<file path="config.mk">
export PLATFORM = sky130hd
export DESIGN_NAME = clock_gen_multi
export DESIGN_NICKNAME = d
export VERILOG_FILES = /design/src/rtl/clock_gen_pkg.sv /design/src/rtl/clock_div_ch.sv /design/src/rtl/clock_gen_multi.sv
export SDC_FILE = /design/constraint.sdc
export NUM_CORES = 1
export LEC_CHECK = 0
export ABC_AREA = 1
export CAP_MARGIN = 20
export CORE_ASPECT_RATIO = 1.25
export CORE_MARGIN = 3
export CORE_UTILIZATION = 30
export DETAILED_ROUTE_END_ITERATION = 6
export GPL_TIMING_DRIVEN = 0
export HOLD_SLACK_MARGIN = 0.06
export SLEW_MARGIN = 15
export SYNTH_ARGS = -nofsm -noshare
export SYNTH_HDL_FRONTEND = slang
export SYNTH_SLANG_ARGS = --single-unit
</file>
<file path="constraint.sdc">
create_clock -name Clock_5K -period 2 [get_ports Clock_5K]
set_input_delay 0.4 -clock Clock_5K [delete_from_list [all_inputs] [get_ports Clock_5K]]
set_output_delay 0.4 -clock Clock_5K [all_outputs]
set_load 0.01 [all_outputs]
</file>
<file path="src/rtl/clock_gen_pkg.sv">
// Shared constants and elaboration helpers for the clock generator.
// Divider half-periods and counter widths are computed here.
package clock_gen_pkg;

   localparam int DEF_CLK_HZ      = 5000;
   localparam int DEF_FAST_HZ     = 2500;
   localparam int DEF_SLOW_HZ     = 1;
   localparam int DEF_FAST_FACTOR = 500;

   // A return value of 0 flags an unusable output frequency to the caller.
   function automatic int half_period(input int clk_hz, input int out_hz);
      if (out_hz <= 0) return 0;
      return clk_hz / (2 * out_hz);
   endfunction

   function automatic bit divisible(input int num, input int den);
      return (den > 0) && ((num % den) == 0);
   endfunction

   function automatic int cnt_width(input int n);
      return (n <= 1) ? 1 : $clog2(n);
   endfunction

endpackage

</file>
<file path="src/rtl/clock_div_ch.sv">
// One divider channel: 50% square wave plus a rising-edge tick strobe.
// sel_b chooses between two half-periods; the caller clears on every switch.
module clock_div_ch
   import clock_gen_pkg::*;
#(
   parameter int HALF_A = 1,
   parameter int HALF_B = 1
) (
   input  logic clk,
   input  logic rst_n,
   input  logic en,
   input  logic clr,
   input  logic sel_b,
   output logic clk_o,
   output logic tick_o
);

   localparam int W = cnt_width((HALF_A > HALF_B) ? HALF_A : HALF_B);
   localparam logic [W-1:0] LIM_A = W'(HALF_A - 1);
   localparam logic [W-1:0] LIM_B = W'(HALF_B - 1);

   logic [W-1:0] cnt_q, cnt_d;
   logic [W-1:0] lim;
   logic         clk_q, clk_d;
   logic         tick_q, tick_d;

   always_comb begin
      lim    = sel_b ? LIM_B : LIM_A;
      cnt_d  = cnt_q;
      clk_d  = clk_q;
      tick_d = 1'b0;
      if (clr) begin
         cnt_d = '0;
         clk_d = 1'b0;
      end else if (en) begin
         if (cnt_q == lim) begin
            cnt_d  = '0;
            clk_d  = ~clk_q;
            // Tick only on the 0->1 toggle, registered alongside the wave.
            tick_d = ~clk_q;
         end else begin
            cnt_d = cnt_q + W'(1);
         end
      end
   end

   always_ff @(posedge clk or negedge rst_n) begin
      if (!rst_n) begin
         cnt_q  <= '0;
         clk_q  <= 1'b0;
         tick_q <= 1'b0;
      end else begin
         cnt_q  <= cnt_d;
         clk_q  <= clk_d;
         tick_q <= tick_d;
      end
   end

   assign clk_o  = clk_q;
   assign tick_o = tick_q;

endmodule

</file>
<file path="src/rtl/clock_gen_multi.sv">
// Two-channel clock generator: display-scan clock and timekeeping clock,
// with synchronous clear, run enable and a fast mode for the slow channel.
module clock_gen_multi
   import clock_gen_pkg::*;
#(
   parameter int CLK_HZ      = DEF_CLK_HZ,
   parameter int FAST_HZ     = DEF_FAST_HZ,
   parameter int SLOW_HZ     = DEF_SLOW_HZ,
   parameter int FAST_FACTOR = DEF_FAST_FACTOR
) (
   input  logic Clock_5K,
   input  logic Reset,
   input  logic Enable,
   input  logic Clear,
   input  logic Fast_Mode,
   output logic Clock_Fast,
   output logic Clock_Slow,
   output logic Tick_Fast,
   output logic Tick_Slow
);

   localparam int HALF_FAST   = half_period(CLK_HZ, FAST_HZ);
   localparam int HALF_SLOW   = half_period(CLK_HZ, SLOW_HZ);
   localparam int HALF_SLOW_T = (FAST_FACTOR > 0) ? HALF_SLOW / FAST_FACTOR : 0;

   if (!divisible(CLK_HZ, 2 * FAST_HZ) || HALF_FAST == 0) begin : g_bad_fast
      $fatal(1, "clock_gen_multi: CLK_HZ must be a nonzero multiple of 2*FAST_HZ");
   end
   if (!divisible(CLK_HZ, 2 * SLOW_HZ) || HALF_SLOW == 0) begin : g_bad_slow
      $fatal(1, "clock_gen_multi: CLK_HZ must be a nonzero multiple of 2*SLOW_HZ");
   end
   if (!divisible(HALF_SLOW, FAST_FACTOR) || HALF_SLOW_T == 0) begin : g_bad_factor
      $fatal(1, "clock_gen_multi: HALF_SLOW must be a nonzero multiple of FAST_FACTOR");
   end

   logic fast_mode_q, fast_mode_d;
   logic mode_chg;
   logic slow_clr;

   always_comb begin
      fast_mode_d = Fast_Mode;
      // A mode switch restarts the slow channel so its count never overshoots.
      mode_chg    = (Fast_Mode != fast_mode_q);
      slow_clr    = Clear | mode_chg;
   end

   always_ff @(posedge Clock_5K or negedge Reset) begin
      if (!Reset) fast_mode_q <= 1'b0;
      else        fast_mode_q <= fast_mode_d;
   end

   clock_div_ch #(
      .HALF_A (HALF_FAST),
      .HALF_B (HALF_FAST)
   ) u_fast (
      .clk    (Clock_5K),
      .rst_n  (Reset),
      .en     (Enable),
      .clr    (Clear),
      .sel_b  (1'b0),
      .clk_o  (Clock_Fast),
      .tick_o (Tick_Fast)
   );

   clock_div_ch #(
      .HALF_A (HALF_SLOW),
      .HALF_B (HALF_SLOW_T)
   ) u_slow (
      .clk    (Clock_5K),
      .rst_n  (Reset),
      .en     (Enable),
      .clr    (slow_clr),
      .sel_b  (fast_mode_q),
      .clk_o  (Clock_Slow),
      .tick_o (Tick_Slow)
   );

endmodule
</file>
==> out/metrics.sh <==
FLOW.AREA_GROWTH_FROM_SYNTHESIS_PCT=15.4
FINAL_ANTENNA_NET_COUNT=0
CP-STARTPOINT='u_slow.clk_o'
PROPORTION_OF_SYNTHESIZED_FLIP_FLOPS_HAVING_ASYNCHRONOUS_SET_OR_RESET_PCT=100
HOLD_VIOL_FINAL=0
GRT_ANTENNA_BEFORE_REPAIR=0
VIA_PER_INST=4.66
REG2REG_DEPTH=8
FINAL_NETS=149
CRITICAL_PATH_DEPTH=1
P_TOTAL_uW=678
CLOCK-SINKS=17
DIE_HEIGHT_UM=70.1
WORST_SKEW_PAIR.LATE_LATENCY_NS=0.28
CP_SLOWEST_STAGE_DELAY_NS=0.56
DESIGN.CORE.AREA_MM2=0.00303
POWER.SHARE.SWITCHING_PCT=28.7
FILLCELLCOUNT=329
STDCELL_AREA_MM2=0.00114
WORST_HOLD_STAGES=1
DETAILROUTE.VIA_COUNT=830
FIN_HOLD_WS_NS=0.503
WIDTH_OF_THE_CHIP_UM=57.2
WORST_CLOCK_SKEW_NS=0.00158
CRIT_BUF_INV=1
GRT_UTIL_ALL_LAYERS_PCT=11.2
CTSHTREEMAXLEVEL=1
SYNTH.YOSYS.SEQ_AREA_SHARE_PCT=43.2
PWR-SHARE-CLK_PCT=26.9
FINAL.PERIOD_UTILIZATION_PCT=82.5
CP_MAX_FO=4
WIRE_PER_INST_UM=11.3
GRT_FIRST_PASS_WIRELENGTH_UM=3580
CRITICAL_PATH.TOP_DELAY_FAMILY='buffers and inverters'
SYN_NETS=136
YOSYSMOSTFREQUENTCELL='nand2_1'
FINALWIRELENGTH_UM=2010
WORST_PIN_SLEW_NS=0.779
CTS_RESIZED=0
GLOBALROUTEOVERFLOWTOTAL=0
TIMING.CRITICAL_PATH.ARRIVAL_NS=1.25
POSTSYNTHAREAPERCELL_UM2=7.57
HOLDCRITPATHCLASS='flip-flop to flip-flop'
SYN-INSTANCE-COUNT=130
START_KIND='flip-flop'
SETUP_VIOL=0
SLOWEST_STAGE_CELL_CP='clkdlybuf4s50_1'
FINAL.MIN_CLOCK_PERIOD_NS=1.65
DRV.MAX_CAP_VIOLATION_COUNT=0
DRTITER0DRC=30
SYNTH_AREA_LEADERS='dfrtp_1 (43%), nand2_1 (13%), nor2_1 (8.4%)'
DIE_AREA_MM2=0.00401
SYNTH_TOP_CELL_BY_AREA='dfrtp_1'
CELLINTERNALPOWER_uW=483
ACHIEVABLE-FREQUENCY_GHz=0.606
TRITONCTS.NUM_BUFFERS=3
CLOCK_PATH_BUFFERS=2
CELLPOWERDENSITY_mW_PER_MM2=597
IO_PINS=9
ANTENNA_CELLS_INSERTED=0
GRT_START_MAX_NET_PINS=18
WORST-ENDPOINT-REQUIRED_NS=1.60
NETSWITCHINGPOWER_uW=195
POWER.SHARE.COMBINATIONAL_PCT=15.8
DRT_FIRST_PASS_ITERS=4
SEQUENTIAL_CELL_FRACTION_OF_TOTAL_POWER_PCT=57.3
SETUP_TOTAL_NEGATIVE_SLACK_NS=0
CTS.HOLD.BUFFERS_ADDED=0
CRIT_CHAIN='clkdlybuf4s50_1'
PATH_CLASS='flip-flop to output port'
GPL.FINAL_WEIGHTED_CONGESTION=0.851
POST_DP_CELL_AREA_MM2=0.00111
SYNTH_SEQ_CELLS=17
FIRST_GLOBAL_VIAS=849
FINAL_LAYOUT_SIZE_SUFFIX_GT1_SHARE_PCT=11.3
CLKSLEWWORSTSETUPHOLDPATHS_NS=0.10
UNREPAIRED_SETUP_ENDPOINTS_AFTER_GLOBAL_ROUTING='false'
DP_HPWL_UM=1530
RUN_STATUS='finished, final reports clean'
TIMING.MAX_SLEW.REL_SLACK_PCT=47.9
YS_DOMINANT_REG_CELL='dfrtp_1'
POST_SYNTH_NUM_CELL_TYPES=18
COUNT_OF_STANDARD_CELL_ROWS=22
BUFFERS_INSERTED_DURING_POST_CTS_SETUP_OPTIMIZATION=0
SLEW_VIOL_FINAL=0
SYNTH-EDFF-COUNT=0
POST_SYNTH_MOST_FREQUENT_CELLS='nand2_1 (35), nor2_1 (22), dfrtp_1 (17)'
PORT_BUFFERS=8
CTS_ROOT_BUF='clkbuf_4'
POST-SYNTH-TOP-AREA-FRACTION_PCT=43.2
VDD_IR_DROP_MAX_V=0.000379
TRITONCTS='done'
DRC_ERRORS=0
CP-END-KIND='output port'
WORST_HOLD_STARTPOINT='u_slow.clk_o'
FINAL_UTIL_PCT=37.5
SYNTH-WARNING-COUNT=0
LEAKAGE_uW=0.000506
INITIAL_CORE_UTIL_PCT=32.5
TIMING.RR.START='u_slow.cnt_q[0]'
POST_SYNTH_INSTANCE_AREA_UM2=985
==> worst reg2reg max path: stages, from the launching register on <==
cell,delay [ns]
dfrtp_1,0.49
ha_1,0.28
nand2_1,0.09
inv_1,0.07
nand2_2,0.06
inv_2,0.07
nand2_1,0.06
xor2_1,0.13
nor2_1,0.05
==> power by group through the flow <==
stage / Sequential (µW) / Clock, µW / Combinational, µW
2_1_floorplan: 390 / 0 / 68.7
3_3_place_gp: 395 / 0 / 108
3_5_place_dp: 395 / 0 / 109
4_1_cts: 388 / 193 / 109
5_1_grt: 392 / 205 / 121
6_report: 388 / 183 / 107
==> cells in the final DEF (no fill, tap or decap) <==
cell type	n
nand2_1	35
nor2_1	22
dfrtp_1	17
inv_1	12
nand3_1	12
clkdlybuf4s50_1	8
xor2_1	6
nand4_1	5
nor3_1	4
nand2_2	4
inv_2	3
clkbuf_4	3
nor2_4	2
o21ai_0	2
nor3b_2	1
nor2_2	1
nand3_4	1
a21boi_2	1
a21o_1	1
ha_1	1
clkbuf_1	1
==> area by class of cell <==
class,count,area [µm²],area share [%]
Sequential cell,17,425,37.4
Inverter,15,56.3,4.96
Timing Repair Buffer,8,80.1,7.05
Tap cell,36,45.0,3.96
Multi-Input combinational cell,98,503,44.3
Clock buffer,4,26.3,2.31
==> kinds of logic after synthesis <==
logic type	share of synthesized area, %
AOI/OAI and AO/OA	2.92
adders and majority gates	1.27
and+or+nand+nor	41.6
buffers and inverters	5.72
DFF	43.2
xor gates and xnor gates	5.34
==> state kept, by name (all words and copies together), names as in the netlist <==
| name | cells |
|---|---|
| u_fast.clk_o | 1 |
| u_slow.cnt_q | 12 |
| u_fast.tick_o | 1 |
| u_slow.tick_o | 1 |
| fast_mode_q | 1 |
| u_slow.clk_o | 1 |
==> metrics by stage <==
stage	worst slack (ns)	cells
after floorplan	0.745	130
after global placement	0.204	174
after detailed placement	0.170	174
after CTS	0.327	178
after global routing	0.264	178
final	0.351	178
==> metal layers <==
| layer | global-route usage [%] | routed length [µm] | part of all wire [%] | vias up |
|---|---|---|---|---|
| met3 | 2.40 | 53 | 2.6 | 2 |
| met1 | 12.9 | 936 | 47 | 382 |
| met2 | 19.4 | 1010 | 50 | 10 |
| met4 | 5.15 | 12 | 0.60 | 0 |
| li1 | - | - | - | 436 |
| met5 | 0 | 0 | 0 | - |
==> final timing paths <==
check / end / slack, ns
max: Clock_Slow / 0.35
min: u_slow.tick_o / 0.50
max reg2reg: u_slow.cnt_q[4] / 0.60
min reg2reg: u_slow.tick_o / 0.50
max in group asynchronous: u_slow.cnt_q[4] / 0.96
min in group asynchronous: fast_mode_q / 0.56
Note: power is estimated with default switching activity, not from simulation.
